<file path="config.mk">
export PLATFORM = sky130hd
export DESIGN_NAME = dbg_ctrl
export DESIGN_NICKNAME = d
export VERILOG_FILES = /design/src/rtl/dbg_ctrl.sv
export SDC_FILE = /design/constraint.sdc
export NUM_CORES = 1
export LEC_CHECK = 0
export ABC_AREA = 1
export BUFFER_PORTS_ARGS = -buffer_cell sky130_fd_sc_hd__buf_2
export CAP_MARGIN = 25
export CORE_MARGIN = 2
export CORE_UTILIZATION = 25
export DETAILED_ROUTE_END_ITERATION = 12
export PLACE_DENSITY_LB_ADDON = 0.05
export SLEW_MARGIN = 0
export SYNTH_ARGS = -nofsm -noshare
export SYNTH_HDL_FRONTEND = slang
export SYNTH_SLANG_ARGS = --single-unit
export TNS_END_PERCENT = 1
</file>
<file path="constraint.sdc">
create_clock -name clk -period 3.4 [get_ports clk]
set_clock_uncertainty 0.05 [all_clocks]
set_input_delay 0.51 -clock clk [delete_from_list [all_inputs] [get_ports clk]]
set_output_delay 0.51 -clock clk [all_outputs]
set_load 0.01 [all_outputs]
</file>
<file path="src/rtl/dbg_ctrl.sv">
// Debug/run controller: clock-enable gating, breakpoint, register dump.
// Optional DBG_CYCLE_CNT_EN adds cyc_cnt and a trailing cycle-count dump word.
module dbg_ctrl #(
    parameter int         NREG      = 16,
    parameter int         OB_LAT    = 1,
    parameter logic [2:0] DUMP_MODE = 3'b001
) (
    input  logic        clk,
    input  logic        rst,
    input  logic        cmd_valid,
    output logic        cmd_ready,
    input  logic [1:0]  cmd_op,
    input  logic        bp_en,
    input  logic [15:0] bp_addr,
    input  logic [15:0] pc_i,
    output logic        cpu_en,
    output logic        halted,
    output logic        bp_hit,
    output logic [3:0]  ob_sel,
    output logic [2:0]  ob_mode,
    input  logic [15:0] ob_data_i,
    output logic        dump_valid,
    input  logic        dump_ready,
    output logic [15:0] dump_data,
    output logic [3:0]  dump_idx,
    output logic        dump_last
`ifdef DBG_CYCLE_CNT_EN
    ,
    output logic [31:0] cyc_cnt
`endif
);

    localparam logic [1:0] OP_HALT = 2'b00;
    localparam logic [1:0] OP_RUN  = 2'b01;
    localparam logic [1:0] OP_STEP = 2'b10;
    localparam logic [1:0] OP_DUMP = 2'b11;

    localparam logic [3:0] LAST_IDX = 4'(NREG - 1);
    localparam logic [1:0] LAT_END  = 2'(OB_LAT - 1);

    typedef enum logic [2:0] {
        S_HALT,
        S_RUN,
        S_STEP,
        S_DUMP_SEL,
        S_DUMP_OUT
    } state_t;

    state_t      state;
    state_t      state_n;
    logic        bp_arm;
    logic        bp_match;
    logic        cmd_fire;
    logic [3:0]  idx;
    logic [1:0]  lat_cnt;
    logic        lat_done;
    logic        last_word;
    logic [15:0] cap_data;

    assign cmd_fire = cmd_valid & cmd_ready;
    assign bp_match = bp_en & (pc_i == bp_addr) & bp_arm;
    assign lat_done = (lat_cnt == LAT_END);

    always_ff @(posedge clk or negedge rst) begin
        if (!rst) state <= S_HALT;
        else      state <= state_n;
    end

    always_comb begin
        state_n = state;
        unique case (state)
            S_HALT: begin
                if (cmd_fire) begin
                    unique case (cmd_op)
                        OP_RUN:  state_n = S_RUN;
                        OP_STEP: state_n = S_STEP;
                        OP_DUMP: state_n = S_DUMP_SEL;
                        default: state_n = S_HALT;
                    endcase
                end
            end
            S_RUN: begin
                if (bp_match || (cmd_fire && cmd_op == OP_HALT))
                    state_n = S_HALT;
            end
            S_STEP:     state_n = S_HALT;
            S_DUMP_SEL: if (lat_done) state_n = S_DUMP_OUT;
            S_DUMP_OUT: begin
                if (dump_ready)
                    state_n = last_word ? S_HALT : S_DUMP_SEL;
            end
            default:    state_n = S_HALT;
        endcase
    end

    always_comb begin
        cmd_ready  = 1'b0;
        cpu_en     = 1'b0;
        halted     = 1'b0;
        dump_valid = 1'b0;
        dump_last  = 1'b0;
        ob_sel     = 4'd0;
        ob_mode    = 3'd0;
        unique case (state)
            S_HALT: begin
                cmd_ready = 1'b1;
                halted    = 1'b1;
            end
            S_RUN: begin
                cmd_ready = 1'b1;
                cpu_en    = ~bp_match;
            end
            S_STEP: cpu_en = 1'b1;
            S_DUMP_SEL: begin
                ob_sel  = idx;
                ob_mode = DUMP_MODE;
            end
            S_DUMP_OUT: begin
                ob_sel     = idx;
                ob_mode    = DUMP_MODE;
                dump_valid = 1'b1;
                dump_last  = last_word;
            end
            default: ;
        endcase
    end

    // Arm drops on entry to RUN so a resume from the breakpoint PC advances.
    always_ff @(posedge clk or negedge rst) begin
        if (!rst) begin
            bp_arm <= 1'b0;
            bp_hit <= 1'b0;
        end else begin
            bp_hit <= (state == S_RUN) && bp_match;
            if (state == S_HALT && state_n == S_RUN) bp_arm <= 1'b0;
            else if (state == S_RUN)                 bp_arm <= 1'b1;
        end
    end

    always_ff @(posedge clk or negedge rst) begin
        if (!rst) lat_cnt <= 2'd0;
        else if (state != S_DUMP_SEL || lat_done) lat_cnt <= 2'd0;
        else lat_cnt <= lat_cnt + 2'd1;
    end

`ifdef DBG_CYCLE_CNT_EN
    logic        xtra;
    logic [15:0] snap;

    assign last_word = xtra;
    assign cap_data  = xtra ? snap : ob_data_i;

    always_ff @(posedge clk or negedge rst) begin
        if (!rst) begin
            cyc_cnt <= 32'd0;
            snap    <= 16'd0;
            xtra    <= 1'b0;
        end else begin
            cyc_cnt <= cyc_cnt + 32'(cpu_en);
            if (state == S_HALT && state_n == S_DUMP_SEL) begin
                snap <= cyc_cnt[15:0];
                xtra <= 1'b0;
            end else if (state == S_DUMP_OUT && dump_ready) begin
                xtra <= !xtra && (idx == LAST_IDX);
            end
        end
    end
`else
    assign last_word = (idx == LAST_IDX);
    assign cap_data  = ob_data_i;
`endif

    always_ff @(posedge clk or negedge rst) begin
        if (!rst) begin
            idx       <= 4'd0;
            dump_data <= 16'd0;
        end else begin
            if (state == S_HALT && state_n == S_DUMP_SEL)
                idx <= 4'd0;
            else if (state == S_DUMP_OUT && dump_ready) begin
                if (last_word)              idx <= 4'd0;
                else if (idx == LAST_IDX)   idx <= 4'hF;
                else                        idx <= idx + 4'd1;
            end
            if (state == S_DUMP_SEL && lat_done)
                dump_data <= cap_data;
        end
    end

    assign dump_idx = idx;

endmodule

</file>
Yosys cells after proc, flatten, opt, wreduce, memory -nomap -nowiden

Cells that the tools add are included.

Logic and storage cells: 59
Register bits: 27
Input bits: 55
Output and inout bits: 33

Equal/unequal tests: 12
Bitwise logic cells: 4
Reductions and logical operators: 15
Muxes and demuxes: 20
Add/sub/neg operators: 2

Operator list:

| cell                                                   | count |
|---|---|
| equality test 16 bit                                   | 1 |
| 2-to-1 mux 4 bit                                       | 4 |
| 2-to-1 mux 3 bit                                       | 4 |
| case mux 3 bit (4 select lines)                        | 1 |
| equality test 3 x 2 -> 1 bit (second input constant)   | 3 |
| 2-to-1 mux 1 bit                                       | 7 |
| equality test 3 x 1 -> 1 bit (second input constant)   | 2 |
| logical AND 1 bit                                      | 6 |
| case mux 2 bit (3 select lines)                        | 1 |
| adder 4 x 1 -> 4 bit (second input constant)           | 1 |
| equality test 2 bit (second input constant)            | 2 |
| equality test 4 bit (second input constant)            | 1 |
| logical NOT 2 bit                                      | 2 |
| 2-to-1 mux 2 bit                                       | 2 |
| nonzero test 2 bit                                     | 2 |
| OR reduction 2 bit                                     | 2 |
| AND 1 bit                                              | 3 |
| equality test 3 bit (second input constant)            | 1 |
| logical NOT 3 bit                                      | 1 |
| inequality test 3 x 2 -> 1 bit (second input constant) | 1 |
| adder 2 x 1 -> 2 bit (second input constant)           | 1 |
| equality test 2 x 1 -> 1 bit (second input constant)   | 1 |
| logical OR 1 bit                                       | 2 |
| case mux 1 bit (2 select lines)                        | 1 |
| inverter 1 bit                                         | 1 |

Depth between registers and ports, before layout

Gate-level depths: netlist (run 1).

Depth in word-level cells: 11
Depth in mapped cells: 12
Depth with buffers taken out: 12

Least setup slack after synthesis (run 1)

Ideal clock, no wire load.

Kind: input-to-output
From: in bp_addr[11]
To: out cpu_en
Arrival time: 1.156 ns
Stages on the path: 7
Buffers on the path: 0
Slack: 1.684 ns
Required time: 2.840 ns
Cells stage by stage: inv_1 > or2_2 > nand3_1 > nor2_1 > nand3_1 > nand2_1 > o31ai_1

Word-level cells in the longest chain between the ends: 5

Ends and longest elaborated chain:

| element                         | RTL line | RTL |
|---|---|---|
| start, declared                 | 14       | `input logic [15:0] bp_addr,` |
| equality test 16 bit            | 61       | `assign bp_match = bp_en & (pc_i == bp_addr) & bp_arm;` |
| AND 1 bit (2 in series)         | 61       |  |
| inverter 1 bit                  | 111      | `cpu_en = ~bp_match;` |
| case mux 1 bit (2 select lines) | 104      | `unique case (state)` |
| end, declared                   | 16       | `output logic cpu_en,` |

No other way between the ends.

Worst setup path after layout (run 1)

From: reg state[2]
To: out ob_sel[1]

Word-level cells in the longest chain between the ends: 3
Elaborated cells on any way between the ends: 4
Those cells by class: eq/ne: 2; mux: 1; reduce/logical: 1

Ends and longest elaborated chain:

| element                                                                    | RTL line | RTL |
|---|---|---|
| start, declared                                                            | 49       | `state_t state;` |
| start signal, assigned                                                     | 66       | `else state <= state_n;` |
| equality test 3 bit / equality test 3 x 2 -> 1 bit (equally long branches) | 104      |  |
| OR reduction 2 bit (no line) *                                             | -        |  |
| 2-to-1 mux 4 bit *                                                         | 104      |  |
| end, declared                                                              | 19       | `output logic [3:0] ob_sel,` |

Every way passes the cells marked *; elsewhere a longest branch is shown, timed or not.

==> impl_metrics.ini, run 1 <==
[status]
status = finished, final reports clean

[detailed_routing]
drt_first_pass_iters = 4
drt-initial-drc-count = 49
remaining_drc_errors = 0
dr_total_vias = 1602
ant_nets = 0
via_per_inst = 4.283
routed_wl_um = 4194
wl_per_cell_um = 11.21

[synthesis]
syn-cell-area_um2 = 1690
synth.largest_area_cell = dfrtp_1
synth_ff_type = dfrtp_1
synth_most_common_cell = nand2_1
synth_cells = 210
ys_warn_count = 0
syn_avg_cell_area_um2 = 8.049
synthTopCellsByArea = dfrtp_1 40%, mux2_2 10%, nand2_1 9.5%
synth_seq_cells = 27
synth-edff-count = 0
synth_async_sr_flop_share_pct = 100.0
synthDistinctLibCells = 31
seq_area_frac_synth_pct = 39.97
synth_common_cells = 43 x nand2_1, 37 x inv_1, 27 x dfrtp_1
yosys.area.top_type_share_pct = 39.97

[clocking]
cts-root-buf = clkbuf_8
cts_tree = built
cts-resized-gates = 0
htreeDepth = 1
post_cts_buffers = 0
holdBufCountCts = 0
cts_buffer_depth = 2
cts_inserted_buffers = 3
cts.reportedPaths.clkPinSlew_ns = 0.10
cts.sinks = 27
worstSkewPairLatency_ns = 0.27

[sta]
fin_setup_tns_ns = 0
tightest_slew_ns = 0.6341
post-route-min-period_ns = 2.122
max-slew-margin-rel_pct = 57.73
maxSlewViolCount = 0
hold_violations = 0
worst_slack_ns = 1.278
finalCritPeriodShare_pct = 62.42
rsz0062_at_grt = no
setup_viol = 0
max_freq_mhz = 471.2

[die]
rows = 29
start_util_pct = 26.17
die_w_um = 86.23
core_area_um2 = 6459
die_h_um = 86.23
io-pin-count = 88
dieArea_um2 = 7436

[cells_and_area]
synthToLayoutAreaGrowth_pct = 32.42
final_layout_size_suffix_gt1_share_pct = 41.41
nFillCells = 714
n_antenna_cell = 0
final_net_count = 355

[min_path]
worst_hold_path_type = input port to async pin

[worst_setup_path]
reg2reg_from = dump_idx[0]
r2r_slack_ns = 1.81
rr_worst_depth = 9
worst_setup_path_start_kind = flip-flop
critPathKind = flip-flop to output pin
worst_setup_path_end_kind = output pin
cp_max_fo = 5
worstPathRequired_ns = 2.84
reg2reg_to = bp_arm
cp.arrival_ns = 1.56

[global_routing]
grt_use_total_pct = 11.74
grt_pass1_vias = 1557
grt_max_degree = 28
grt_pass1_wl_um = 7079
antenna_found_initial = 0
grt-ovfl-total = 0

[place]
place_ws_ns = 1.315
gp_congestion = 0.7080
portBuffers = 85
hpwl_um = 3407

[power_and_ir_drop]
p_per_area_nw_per_um2 = 586.6
leakage_nw = 1.240
peakVddDrop_mv = 0.2667
finalPower_w = 0.001313

[flow_run]
maxCapViolations = 0
state kept, by name (all words and copies together) (netlist names):
register / count
bp_arm: 1
bp_hit: 1
dump_data: 16
dump_idx: 4
lat_cnt: 2
state: 3
worst max-delay path by stage:
stage	from	endpoint	cells after the start
final	state[2]	ob_sel[1]	6
after global routing	state[2]	ob_sel[1]	6
after CTS	state[2]	ob_sel[1]	6
after detailed placement	pc_i[11]	cpu_en	8
after global placement	pc_i[11]	cpu_en	8
after floorplan	bp_addr[11]	cpu_en	7
kinds of logic (layout without fill, tap and decap cells):
group | after synthesis | in the layout | synth area share [%]
other | 1 | 2 | 0.2218
DFF | 27 | 27 | 39.97
adders and majority gates | 2 | 2 | 1.480
xor gates and xnor gates | 7 | 7 | 3.627
buffers and inverters | 46 | 132 | 11.25
and+or+nand+nor | 95 | 95 | 26.50
AOI/OAI and AO/OA | 16 | 16 | 6.292
muxes | 16 | 16 | 10.66
worst max-delay path: stages, from the launching register on:
cell	delay (ns)
dfrtp_1	0.45
inv_2	0.08
nand3_1	0.10
inv_1	0.09
nor2_1	0.34
nor2_1	0.08
buf_2	0.15
placed cells by master (no fill, tap or decap):
cell	synthesis	layout
buf_2	0	85
nand2_1	43	43
inv_1	37	37
dfrtp_1	27	27
nor2_1	25	25
mux2_2	15	15
nand3_1	10	10
nand2_4	6	6
inv_2	5	5
a21oi_1	5	5
o21ai_0	4	4
xnor2_1	4	4
nor2_2	3	3
o2111ai_1	3	3
xor2_1	3	3
clkbuf_8	0	3
nor3_1	2	2
ha_1	2	2
conb_1	1	2
nor2_4	1	1
inv_4	1	1
or2_4	1	1
or2_2	1	1
a31oi_2	1	1
o31ai_1	1	1
o211ai_1	1	1
nor4_1	1	1
nor3b_1	1	1
nand4_1	1	1
a21boi_1	1	1
mux2_1	1	1
clkinvlp_4	0	1
metal layers:
metal / vias up / track usage [%] / wire length [um]
met5: - / 0 / 0
met4: 0 / 0.8523 / 10
li1: 825 / - / -
met3: 2 / 4.095 / 345
met1: 722 / 16.33 / 2007
met2: 53 / 18.53 / 1830
cell type report:
class	count	area [um2]	area share (%)
timing repair buffer	85	425.4	19.01
multi-input combinational	138	828.3	37.00
inverter	43	163.9	7.323
clock inverter	1	7.507	0.3354
clock buffer	3	41.29	1.845
sequential	27	675.6	30.18
tap	77	96.34	4.304
where the power goes:
group	total [W]	switching, W	internal, W
Clock	0.000189	0.000106	0.0000833
Sequential	0.000518	0.0000717	0.000447
Combinational	0.000606	0.000327	0.000279
Total	0.00131	0.000504	0.000809
through the flow:
step	hold WS [ns]	area [um2]	util, %	instances
3_3_place_gp	0.3698	2190	33.90	370
4_1_cts	0.2156	2238	34.66	374
5_1_grt	0.2251	2238	34.66	374
2_1_floorplan	0.1644	1694	-	211
6_report	0.1900	2238	34.66	374
3_5_place_dp	0.3695	2190	33.90	370
Note: power is estimated with default switching activity, not from simulation.
==> inputs of run 2 (changes only) <==
clock period = 2.1 ns   (was 3.4 ns; I/O delays follow)
==> run 2 against run 1 <==
- highest routed layer unchanged
- the flow now finishes with violations (negative hold slack)
- flip-flop and latch count is the same
- non-clock buffer count stayed put
- global-route usage decreased by 0.34 points
- die area did not move
- critical path depth unchanged
- sequential share of layout area is essentially flat
- via count is 3.1% lower
==> impl_metrics.ini, run 2 (synthesized netlist as in run 1, its figures left out) <==
[place]
portBuffers = 85
gp_congestion = 0.7069
place_ws_ns = 0.4027
hpwl_um = 3359

[worst_setup_path]
worstPathRequired_ns = 1.74
critPathKind = flip-flop to output pin
cp.arrival_ns = 1.55
worst_setup_path_start_kind = flip-flop
worst_setup_path_end_kind = output pin
cp_max_fo = 5
r2r_slack_ns = 0.52

[detailed_routing]
drt-initial-drc-count = 59
ant_nets = 0
wl_per_cell_um = 10.91
dr_total_vias = 1552
routed_wl_um = 4082
via_per_inst = 4.150
remaining_drc_errors = 0
drt_first_pass_iters = 4

[clocking]
cts.sinks = 27
cts_tree = built
htreeDepth = 1
cts-resized-gates = 0
cts_buffer_depth = 2
post_cts_buffers = 0
cts.reportedPaths.clkPinSlew_ns = 0.10
cts-root-buf = clkbuf_8
cts_inserted_buffers = 3
holdBufCountCts = 0
worstSkewPairLatency_ns = 0.27

[global_routing]
grt_pass1_wl_um = 6858
grt_pass1_vias = 1532
grt_use_total_pct = 11.40
grt-ovfl-total = 0
grt_max_degree = 28
antenna_found_initial = 0

[power_and_ir_drop]
peakVddDrop_mv = 0.4833
p_seq_share_pct = 39.3
p_per_area_nw_per_um2 = 954.3
p_int_w = 0.001314
leakage_nw = 1.244
combPwrFrac_pct = 45.9
finalPower_w = 0.002137
p_clk_share_pct = 14.8
p_switching_w = 0.0008232
sw_frac_of_total_pct = 38.51

[cells_and_area]
largest_reg_flops = 16
synthToLayoutAreaGrowth_pct = 32.49
regMostFlops = dump_data
fin_util_pct = 34.68
mostFrequentLayoutCells = 85 x buf_2, 43 x nand2_1, 37 x inv_1
final_layout_size_suffix_gt1_share_pct = 41.41
final_net_count = 355
nFillCells = 715
n_antenna_cell = 0
final_common_cell = buf_2

[die]
core_area_um2 = 6459
die_h_um = 86.23
io-pin-count = 88
rows = 29
dieArea_um2 = 7436
start_util_pct = 26.17
die_w_um = 86.23

[status]
status = finished, violations left
violations = negative hold slack

[flow_run]
maxCapViolations = 0

[sta]
fin_setup_tns_ns = 0
hold_violations = 14
holdWs_ns = -0.01071
setup_viol = 0
rsz0062_at_grt = no
maxSlewViolCount = 0
post-route-min-period_ns = 1.915
worst_slack_ns = 0.1854
finalCritPeriodShare_pct = 91.17
max-slew-margin-rel_pct = 58.33
max_freq_mhz = 522.3
tightest_slew_ns = 0.6250

[min_path]
worst_hold_path_type = input port to async pin
run 2: cell count changes in the layout (fill, tap and decap cells not counted):
cell / previous run / this run
clkinvlp_4: 1 / 0
inv_6: 0 / 1
run 2: through the flow:
step | cell area, um2 | instances | hold slack [ns]
finish | 2240 | 374 | -0.01071
global route | 2240 | 374 | 0.02808
CTS | 2240 | 374 | 0.01294
detailed placement | 2190 | 370 | 0.3315
global placement | 2190 | 370 | 0.3315
floorplan | 1694 | 211 | -0.03059
run 2: final cells by class:
class	count	area, um2	share of cell area (%)
Clock buffer	3	41.29	1.844
Tap cell	77	96.34	4.302
Multi-Input combinational cell	138	828.3	36.98
Clock inverter	1	8.758	0.3911
Timing Repair Buffer	85	425.4	18.99
Inverter	43	163.9	7.318
Sequential cell	27	675.6	30.17
run 2: worst max-delay path, cell delays in order, from the launching register on:
cell and delay, ns:
dfrtp_1 0.45, inv_2 0.08, nand3_1 0.10, inv_1 0.09
nor2_1 0.33, nor2_1 0.08, buf_2 0.15
run 2: power by group through the flow:
stage | combinational (W) | sequential (W) | clock (W)
6_report | 0.000981 | 0.000840 | 0.000316
5_1_grt | 0.00110 | 0.000871 | 0.000365
4_1_cts | 0.00101 | 0.000842 | 0.000342
3_5_place_dp | 0.00100 | 0.000846 | 0
3_3_place_gp | 0.00101 | 0.000851 | 0
2_1_floorplan | 0.000525 | 0.000932 | 0
run 2: per-layer routing:
layer,global-route usage (%),vias to the layer above,part of all wire (%)
met5,0,-,0
met4,0.8523,0,0.24
met3,3.524,2,8.0
met2,17.97,52,44
met1,16.17,675,47
li1,-,823,-
run 2: worst paths after layout:
path,start,endpoint,cells past startpoint
setup reg to reg,dump_idx[0],bp_arm,9
hold reg to reg,lat_cnt[0],lat_cnt[0],1
hold / removal,rst,dump_data[12],1
setup / recovery,state[2],ob_sel[1],6
min in group clk,ob_data_i[14],dump_data[14],2
max in group asynchronous,rst,dump_data[9],1
==> inputs of run 3 (changes only) <==
CORE_ASPECT_RATIO = 1.4   (was unset)
MAX_ROUTING_LAYER = met4   (was unset)
==> run 3 against run 2 <==
- the flow still finishes with violations (negative hold slack)
- die area increased by 0.12%
- clock power decreased by 5%
- combinational power decreased by 0.7%
- wire length increased by 4.1%
- critical endpoint unchanged
- first-iteration DRC count decreased by 66%
- flip-flop and latch count unchanged
- fmax increased by 5.8%
- largest cell class unchanged
- utilization decreased by 0.66 points
- hold slack improved by 0.0058 ns
- count of clock-buffer cells in the layout unchanged
- register-to-register slack got worse by 0.02 ns
==> impl_metrics.ini, run 3 (synthesized netlist as in run 1, its figures left out) <==
[sta]
max-slew-margin-rel_pct = 58.92
max_freq_mhz = 552.5
post-route-min-period_ns = 1.810
fin_setup_tns_ns = 0
setup_viol = 0
tightest_slew_ns = 0.6162
maxSlewViolCount = 0
hold_violations = 9
rsz0062_at_grt = no
holdWs_ns = -0.004940
finalCritPeriodShare_pct = 86.19

[worst_setup_path]
cp_max_fo = 5
endpoint = ob_sel[1]
max_stage_delay_ns = 0.44
reg2reg_to = bp_arm
worstPathRequired_ns = 1.74
crit_buf_inv = 3
worst_setup_path_start_kind = flip-flop
rr_worst_depth = 9
worst_setup_path_end_kind = output pin
crit_path_cell_trace = inv_2, nand3_1, inv_1, nor2_2, nor2_1, buf_2
crit_family = flip-flops
critPathKind = flip-flop to output pin
cp.arrival_ns = 1.44
startpoint = state[2]
reg2reg_from = dump_idx[0]
r2r_slack_ns = 0.50
critical_path_depth = 6
critPathSlowestCell = dfrtp_1

[status]
violations = negative hold slack
status = finished, violations left

[die]
dieArea_um2 = 7445
io-pin-count = 88
core_area_um2 = 6569
start_util_pct = 25.73
rows = 35
die_h_um = 101.3
die_w_um = 73.50

[flow_run]
maxCapViolations = 0

[clocking]
post_cts_buffers = 0
worstSkewPairLatency_ns = 0.27
cts.reportedPaths.clkPinSlew_ns = 0.10
holdBufCountCts = 0
cts.sinks = 27
cts-root-buf = clkbuf_8
cts_tree = built
cts_inserted_buffers = 3
cts_buffer_depth = 2
htreeDepth = 1

[detailed_routing]
dr_total_vias = 1595
drt_first_pass_iters = 3
via_per_inst = 4.299
drt-initial-drc-count = 20
remaining_drc_errors = 0
ant_nets = 0
routed_wl_um = 4251
wl_per_cell_um = 11.46

[power_and_ir_drop]
p_per_area_nw_per_um2 = 946.4
leakage_nw = 1.244
peakVddDrop_mv = 0.5870

[global_routing]
grt-ovfl-total = 0
antenna_found_initial = 0
grt_pass1_vias = 1552
grt_use_total_pct = 12.01
grt_pass1_wl_um = 6831
grt_max_degree = 28

[place]
placed_area_um2 = 2186
portBuffers = 85
gp_congestion = 0.7815
hpwl_um = 3550

[cells_and_area]
final_common_cell = buf_2
n_antenna_cell = 0
fin_util_pct = 34.02
mostFrequentLayoutCells = 85 x buf_2, 43 x nand2_1, 37 x inv_1
largest_reg_flops = 16
regMostFlops = dump_data
synthToLayoutAreaGrowth_pct = 32.20
final_net_count = 355
final_layout_size_suffix_gt1_share_pct = 41.75
final_area_um2 = 2235

[min_path]
worst_hold_path_type = input port to async pin
## run 3: worst reg2reg max path: stages (launching register included)
cell	delay (ns)
dfrtp_1	0.45
ha_1	0.20
nand3_1	0.15
nand2_4	0.13
nand2_4	0.05
or2_4	0.23
nor2_2	0.07
nand2_1	0.06
nand2_1	0.06
nand2_1	0.05
## run 3: metal layers
layer,vias to the layer above,share of wire [%],track usage [%]
met5,-,0,-
met4,0,1.7,4.755
met3,4,5.6,1.592
met2,52,53,21.43
met1,719,39,13.21
li1,820,-,-
## run 3: stage by stage
step / setup slack, ns / total power, W / std cells / hold WS [ns]
after floorplan: 0.5957 / 0.001458 / 211 / -0.03059
after global placement: 0.4479 / 0.001849 / 367 / 0.3351
after detailed placement: 0.4189 / 0.001855 / 367 / 0.3279
after CTS: 0.1536 / 0.002169 / 371 / 0.01568
after global routing: 0.1146 / 0.002303 / 371 / 0.02837
final: 0.2900 / 0.002115 / 371 / -0.004940
## run 3: timing repair
item | CTS | global route
endpoints found under the setup margin | 0 | 2
endpoints found under the hold margin | 0 | 0
gates resized for setup | 0 | 1
## run 3: worst min-delay path by stage
stage	to	slack, ns
final	dump_data[0]	-0.005
after floorplan	bp_arm	-0.03
after CTS	dump_data[0]	0.02
after global routing	dump_data[0]	0.03
after global placement	dump_data[0]	0.34
after detailed placement	dump_data[0]	0.33
## run 3: power breakdown
group	internal (W)	switching, W	total [W]
clock network	0.000133	0.000167	0.000300
registers	0.000723	0.000118	0.000841
logic	0.000453	0.000522	0.000974
total	0.00131	0.000806	0.00211
## run 3: final cells by class
| type | count | area [um2] |
|---|---|---|
| clock inverter | 1 | 5.005 |
| sequential | 27 | 675.6 |
| clock buffer | 3 | 41.29 |
| inverter | 43 | 163.9 |
| multi-input combinational | 138 | 830.8 |
| fill | 714 | 4334 |
| tap | 74 | 92.59 |
| timing repair buffer | 85 | 425.4 |
